--- config.mk ---
export PLATFORM = sky130hd
export DESIGN_NAME = control_unit
export DESIGN_NICKNAME = d
export VERILOG_FILES = /design/src/rtl/cu_pkg.sv /design/src/rtl/instr_decoder.sv /design/src/rtl/control_unit.sv
export SDC_FILE = /design/constraint.sdc
export NUM_CORES = 1
export LEC_CHECK = 0
export ABC_AREA = 1
export BUFFER_PORTS_ARGS = -buffer_cell sky130_fd_sc_hd__buf_2
export CORE_ASPECT_RATIO = 0.7
export CORE_UTILIZATION = 55
export CTS_CLUSTER_SIZE = 24
export DETAILED_ROUTE_END_ITERATION = 10
export HOLD_SLACK_MARGIN = 0.06
export PLACE_DENSITY = 0.9
export SETUP_SLACK_MARGIN = 0.1
export SYNTH_ARGS = -nofsm -noshare
export SYNTH_HDL_FRONTEND = slang
export SYNTH_SLANG_ARGS = --single-unit
--- constraint.sdc ---
create_clock -name clock -period 5.44 [get_ports clock]
set_clock_uncertainty 0.2 [all_clocks]
set_input_delay 1.088 -clock clock [delete_from_list [all_inputs] [get_ports clock]]
set_output_delay 1.088 -clock clock [all_outputs]
set_load 0.03 [all_outputs]
--- src/rtl/cu_pkg.sv ---
// Shared opcodes, ALU codes, FSM states and the decoded control bundle
// used by control_unit and instr_decoder.
package cu_pkg;

  localparam logic [3:0] OP_NOP  = 4'h0;
  localparam logic [3:0] OP_ALU  = 4'h1;
  localparam logic [3:0] OP_ADDI = 4'h2;
  localparam logic [3:0] OP_LD   = 4'h3;
  localparam logic [3:0] OP_ST   = 4'h4;
  localparam logic [3:0] OP_BEQZ = 4'h5;
  localparam logic [3:0] OP_BPOS = 4'h6;
  localparam logic [3:0] OP_JMP  = 4'h7;
  localparam logic [3:0] OP_HALT = 4'hF;

  localparam logic [3:0] ALU_ADD    = 4'd0;
  localparam logic [3:0] ALU_SUB    = 4'd1;
  localparam logic [3:0] ALU_AND    = 4'd2;
  localparam logic [3:0] ALU_OR     = 4'd3;
  localparam logic [3:0] ALU_XOR    = 4'd4;
  localparam logic [3:0] ALU_NOT    = 4'd5;
  localparam logic [3:0] ALU_PASS_A = 4'd6;
  localparam logic [3:0] ALU_PASS_B = 4'd7;

  typedef enum logic [2:0] {
    ST_IDLE   = 3'd0,
    ST_FETCH  = 3'd1,
    ST_DECODE = 3'd2,
    ST_EXEC   = 3'd3,
    ST_WB     = 3'd4,
    ST_HALT   = 3'd5
  } cu_state_e;

  typedef struct packed {
    logic        rf_write;
    logic        mem_write;
    logic        imm_sel;
    logic [3:0]  alu_sel;
    logic [2:0]  rs;
    logic [2:0]  rt;
    logic [2:0]  rd;
    logic [15:0] imm;
    logic        is_ld;
    logic        is_beqz;
    logic        is_bpos;
    logic        is_jmp;
    logic        is_halt;
  } ctrl_t;

  localparam int CTRL_W = $bits(ctrl_t);

  function automatic logic [15:0] sext_imm6(input logic [5:0] imm6);
    return {{10{imm6[5]}}, imm6};
  endfunction

endpackage

--- src/rtl/instr_decoder.sv ---
// Purely combinational instruction decode: IR -> control bundle.
// State gating of the strobes is done by control_unit.
module instr_decoder
  import cu_pkg::*;
(
  input  logic [15:0]       ir,
  output logic [CTRL_W-1:0] ctrl
);

  ctrl_t c;

  always_comb begin
    c         = '0;
    c.rd      = ir[11:9];
    c.rs      = ir[8:6];
    c.rt      = ir[5:3];
    c.imm     = sext_imm6(ir[5:0]);
    case (ir[15:12])
      OP_ALU: begin
        c.rf_write = 1'b1;
        c.alu_sel  = {1'b0, ir[2:0]};
      end
      OP_ADDI: begin
        c.rf_write = 1'b1;
        c.imm_sel  = 1'b1;
        c.alu_sel  = ALU_ADD;
      end
      OP_LD: begin
        c.imm_sel  = 1'b1;
        c.alu_sel  = ALU_ADD;
        c.is_ld    = 1'b1;
      end
      OP_ST: begin
        c.mem_write = 1'b1;
        c.imm_sel   = 1'b1;
        c.alu_sel   = ALU_PASS_B;
      end
      OP_BEQZ: begin
        c.alu_sel = ALU_PASS_A;
        c.is_beqz = 1'b1;
      end
      OP_BPOS: begin
        c.alu_sel = ALU_PASS_A;
        c.is_bpos = 1'b1;
      end
      OP_JMP:  c.is_jmp  = 1'b1;
      OP_HALT: c.is_halt = 1'b1;
      default: c.rf_write = 1'b0;
    endcase
  end

  assign ctrl = c;

endmodule

--- src/rtl/control_unit.sv ---
// Multi-cycle FETCH/DECODE/EXEC/WB sequencer for the 16-bit datapath.
// Optional retire counter enabled by defining CU_RETIRE_COUNT_EN.
module control_unit
  import cu_pkg::*;
#(
  parameter int unsigned         PC_WIDTH = 8,
  parameter logic [PC_WIDTH-1:0] RESET_PC = '0
) (
  input  logic                clock,
  input  logic                reset,
  input  logic                start,
  output logic                busy,
  output logic                halted,
  output logic                instr_req,
  output logic [PC_WIDTH-1:0] instr_addr,
  input  logic                instr_valid,
  input  logic [15:0]         instr_data,
  output logic                rf_write,
  output logic                mem_write,
  output logic                mem_sel,
  output logic                imm_sel,
  output logic [2:0]          rs_addr,
  output logic [2:0]          rt_addr,
  output logic [2:0]          rd_addr,
  output logic [15:0]         imm_data,
  output logic [3:0]          alu_sel,
  input  logic                zero_flag,
  input  logic                pos_flag
`ifdef CU_RETIRE_COUNT_EN
  ,
  output logic [15:0]         retire_count
`endif
);

  localparam logic [PC_WIDTH-1:0] PC_ONE = {{(PC_WIDTH-1){1'b0}}, 1'b1};

  cu_state_e           state_q, state_d;
  logic [PC_WIDTH-1:0] pc_q, pc_d;
  logic [15:0]         ir_q, ir_d;
  logic [CTRL_W-1:0]   ctrl_raw;
  ctrl_t               dec;

  instr_decoder u_decoder (
    .ir   (ir_q),
    .ctrl (ctrl_raw)
  );

  assign dec        = ctrl_t'(ctrl_raw);
  assign instr_addr = pc_q;
  assign busy       = (state_q != ST_IDLE) && (state_q != ST_HALT);
  assign halted     = (state_q == ST_HALT);

  always_ff @(posedge clock) begin
    if (reset) begin
      state_q <= ST_IDLE;
      pc_q    <= RESET_PC;
      ir_q    <= 16'h0000;
    end else begin
      state_q <= state_d;
      pc_q    <= pc_d;
      ir_q    <= ir_d;
    end
  end

  always_comb begin
    state_d   = state_q;
    pc_d      = pc_q;
    ir_d      = ir_q;
    instr_req = 1'b0;
    rf_write  = 1'b0;
    mem_write = 1'b0;
    mem_sel   = 1'b0;
    imm_sel   = 1'b0;
    rs_addr   = 3'd0;
    rt_addr   = 3'd0;
    rd_addr   = 3'd0;
    imm_data  = 16'h0000;
    alu_sel   = 4'd0;
    case (state_q)
      ST_IDLE: begin
        if (start) state_d = ST_FETCH;
        else       state_d = ST_IDLE;
      end
      ST_FETCH: begin
        instr_req = 1'b1;
        if (instr_valid) begin
          ir_d    = instr_data;
          state_d = ST_DECODE;
        end else begin
          state_d = ST_FETCH;
        end
      end
      ST_DECODE: begin
        pc_d    = pc_q + PC_ONE;
        state_d = ST_EXEC;
      end
      ST_EXEC: begin
        rs_addr   = dec.rs;
        rt_addr   = dec.rt;
        rd_addr   = dec.rd;
        imm_data  = dec.imm;
        imm_sel   = dec.imm_sel;
        alu_sel   = dec.alu_sel;
        rf_write  = dec.rf_write;
        mem_write = dec.mem_write;
        // pc_q already holds PC+1 here, so branch targets are relative to it
        if ((dec.is_beqz && zero_flag) || (dec.is_bpos && pos_flag)) begin
          pc_d = pc_q + dec.imm[PC_WIDTH-1:0];
        end else if (dec.is_jmp) begin
          pc_d = ir_q[PC_WIDTH-1:0];
        end else begin
          pc_d = pc_q;
        end
        if (dec.is_ld)        state_d = ST_WB;
        else if (dec.is_halt) state_d = ST_HALT;
        else                  state_d = ST_FETCH;
      end
      ST_WB: begin
        rs_addr  = dec.rs;
        rt_addr  = dec.rt;
        rd_addr  = dec.rd;
        imm_data = dec.imm;
        imm_sel  = dec.imm_sel;
        alu_sel  = dec.alu_sel;
        rf_write = 1'b1;
        mem_sel  = 1'b1;
        state_d  = ST_FETCH;
      end
      ST_HALT: state_d = ST_HALT;
      default: state_d = ST_IDLE;
    endcase
  end

`ifdef CU_RETIRE_COUNT_EN
  logic        retire_s;
  logic [15:0] retire_count_q, retire_count_d;

  always_comb begin
    retire_s = ((state_q == ST_EXEC) && !dec.is_ld) || (state_q == ST_WB);
    if (retire_s) retire_count_d = retire_count_q + 16'd1;
    else          retire_count_d = retire_count_q;
  end

  always_ff @(posedge clock) begin
    if (reset) retire_count_q <= 16'h0000;
    else       retire_count_q <= retire_count_d;
  end

  assign retire_count = retire_count_q;
`endif

endmodule

==> impl_metrics.toml <==
[clock_network]
cts_buffer_depth = 2
cts_hold_buf = 0
cts_setup_buffers = 0
root_buffer = "clkbuf_8"
cts_htree_levels = 1
clk_latency_ns = 0.28
clk_pin_slew_ns = 0.09
cts_made_buffers = 3
cts-resized-gates = 0
cts_tree = "done"
cts.sinks = 27

[finish]
layout_commonest_cell = "buf_2"
drive_above_1_share_pct = 22.8
syn_to_final_growth_pct = 13.4
nets = 388
n_antenna_cell = 0
mostFrequentLayoutCells = "buf_2, nand2_1, inv_1, a21oi_1, nor2_1"

[global_routing]
antenna_found_initial = 0
grt_start_max_net_pins = 33
grt_overflow_total = 0
first_global_vias = 1745
grt_use_total_pct = 26.9
grt_pass1_wl_mm = 7.90

[min_path]
min_path_type = "reg2reg"

[place]
port_buffers = 64
finalWeightedCongestion = 0.956
dp_hpwl_mm = 3.72

[critical_path]
crit_type = "reg2out"
critPathLaunchType = "register"
required_ns = 4.15
r2r_setup_slack_ns = 3.34
cp-end-kind = "output port"
cp_max_fo = 14
arrival_ns = 2.13

[pwr]
ir_drop_mv = 0.160
powerDensity_mw_per_mm2 = 204
leakagePower_nw = 1.23

[timing]
hold_viol = 0
finalMaxSlewViolations = 0
max_freq_mhz = 292
maxSlewHeadroom_pct = 42.4
finalSetupViolations = 0
hold_ws_ns = 0.260
rsz0062_at_grt = "no"
tns_ns = 0
period_minus_slack_ns = 3.42
min_period_over_period_pct = 62.9
tightestPinTransition_ns = 0.861

[logic_synthesis]
synth_seq_area_share_pct = 27.1
syn_nets = 342
synth.ff_latch_count = 27
netlist_area_mm2 = 0.00199
ys_warn_count = 0
synth.distinct_cells = 34
synth_cells = 311
synth_area_per_cell_um2 = 6.40

[detailed_routing]
drt_iter0_drc = 179
vias_per_cell = 5.17
num_vias = 2083
ant_nets = 0
drcViolationCount = 0
wl_per_cell_um = 11.9
dr.pass1.iters = 4
wl_mm = 4.80

[die]
num_rows = 17
dieHeight_um = 52.4
die-area_mm2 = 0.00387
start_util_pct = 60.4
die_w_um = 73.9
core_area_mm2 = 0.00330
io_pins = 66

[status]
run_status = "complete, no violations"

[flow_run]
cap_violations = 0
## power by group
part	switching, W	internal (W)	total, W
logic	0.0000760	0.0000408	0.000117
registers	0.0000158	0.000213	0.000228
clock network	0.0000637	0.0000514	0.000115
## final timing paths
path                                 start  depth (start not counted)           to
worst max register to register  state_q[0]                          7      ir_q[4]
worst min register to register     ir_q[8]                          2      ir_q[8]
worst max-delay path            state_q[2]                          6  imm_data[5]
worst min-delay path               ir_q[8]                          2      ir_q[8]
## through the flow
stage / cell area [um^2] / worst slack [ns] / total power, W / utilization, % / cells
2_1_floorplan: 1990 / 1.54 / 0.000317 / - / 311
3_3_place_gp: 2210 / 2.45 / 0.000343 / 67.1 / 399
3_5_place_dp: 2210 / 2.34 / 0.000348 / 67.1 / 399
4_1_cts: 2260 / 2.03 / 0.000460 / 68.5 / 403
5_1_grt: 2260 / 1.81 / 0.000489 / 68.5 / 403
6_report: 2260 / 2.02 / 0.000460 / 68.5 / 403
## synthesized netlist by cell type
cell type / instances / area [um^2]
o21ai_0: 24 / 120
conb_1: 1 / 3.75
buf_1: 1 / 3.75
nor2_1: 31 / 116
o21a_1: 1 / 7.51
clkbuf_2: 1 / 5.00
dfxtp_1: 27 / 541
a21oi_1: 35 / 175
buf_4: 16 / 120
nand3b_1: 5 / 37.5
clkbuf_1: 1 / 3.75
nand3_2: 2 / 20.0
o31ai_1: 1 / 7.51
fa_1: 1 / 20.0
o21bai_1: 6 / 45.0
inv_4: 1 / 6.26
a31o_2: 1 / 8.76
o21ai_1: 2 / 10.0
inv_2: 3 / 11.3
a41oi_1: 1 / 8.76
xnor2_1: 3 / 26.3
or2_2: 2 / 12.5
nor2_2: 3 / 18.8
nand2_1: 53 / 199
buf_6: 1 / 11.3
nand4_1: 2 / 12.5
nand2_2: 1 / 6.26
nand3_1: 20 / 100
ha_1: 8 / 100
nor3_1: 3 / 15.0
o211ai_1: 2 / 15.0
buf_2: 3 / 15.0
xor2_1: 1 / 8.76
inv_1: 48 / 180
## logic make-up (layout without fill, tap and decap cells)
family	Yosys count	count (layout)	share of synthesized area, %
simple gates	122	122	27.0
buf+inv	75	120	17.9
compound gates	73	73	20.0
flops	27	27	27.1
fa+ha+maj	9	9	6.03
xor+xnor	4	4	1.76
other cells	1	1	0.188
## state kept, by name, summed over array words and instances, names as in the netlist
signal and flops:
instr_addr 8, ir_q 16, state_q 3
## critical path: stages (launching register included)
cell,delay (ns)
dfxtp_1,0.42
inv_2,0.09
nand3_2,0.25
inv_4,0.10
nor2_2,0.49
nor2_1,0.26
buf_2,0.25
## layer usage
metal / share of wire (%) / wire length [um] / up-vias / GRT usage (%)
li1: - / - / 1077 / -
met1: 50 / 2400 / 908 / 39.6
met2: 41 / 1970 / 90 / 41.5
met3: 7.9 / 381 / 8 / 4.62
met4: 1.0 / 49 / 0 / 3.85
met5: 0 / 0 / - / 0
## final cells by class
| class | instances | area, um^2 |
|---|---|---|
| Fill cell | 311 | 1040 |
| Inverter | 52 | 198 |
| Tap cell | 47 | 58.8 |
| Clock buffer | 3 | 41.3 |
| Timing Repair Buffer | 64 | 320 |
| Multi-Input combinational cell | 209 | 1090 |
| Clock inverter | 1 | 5.00 |
| Sequential cell | 27 | 541 |
(Power assumes the default switching activity.)
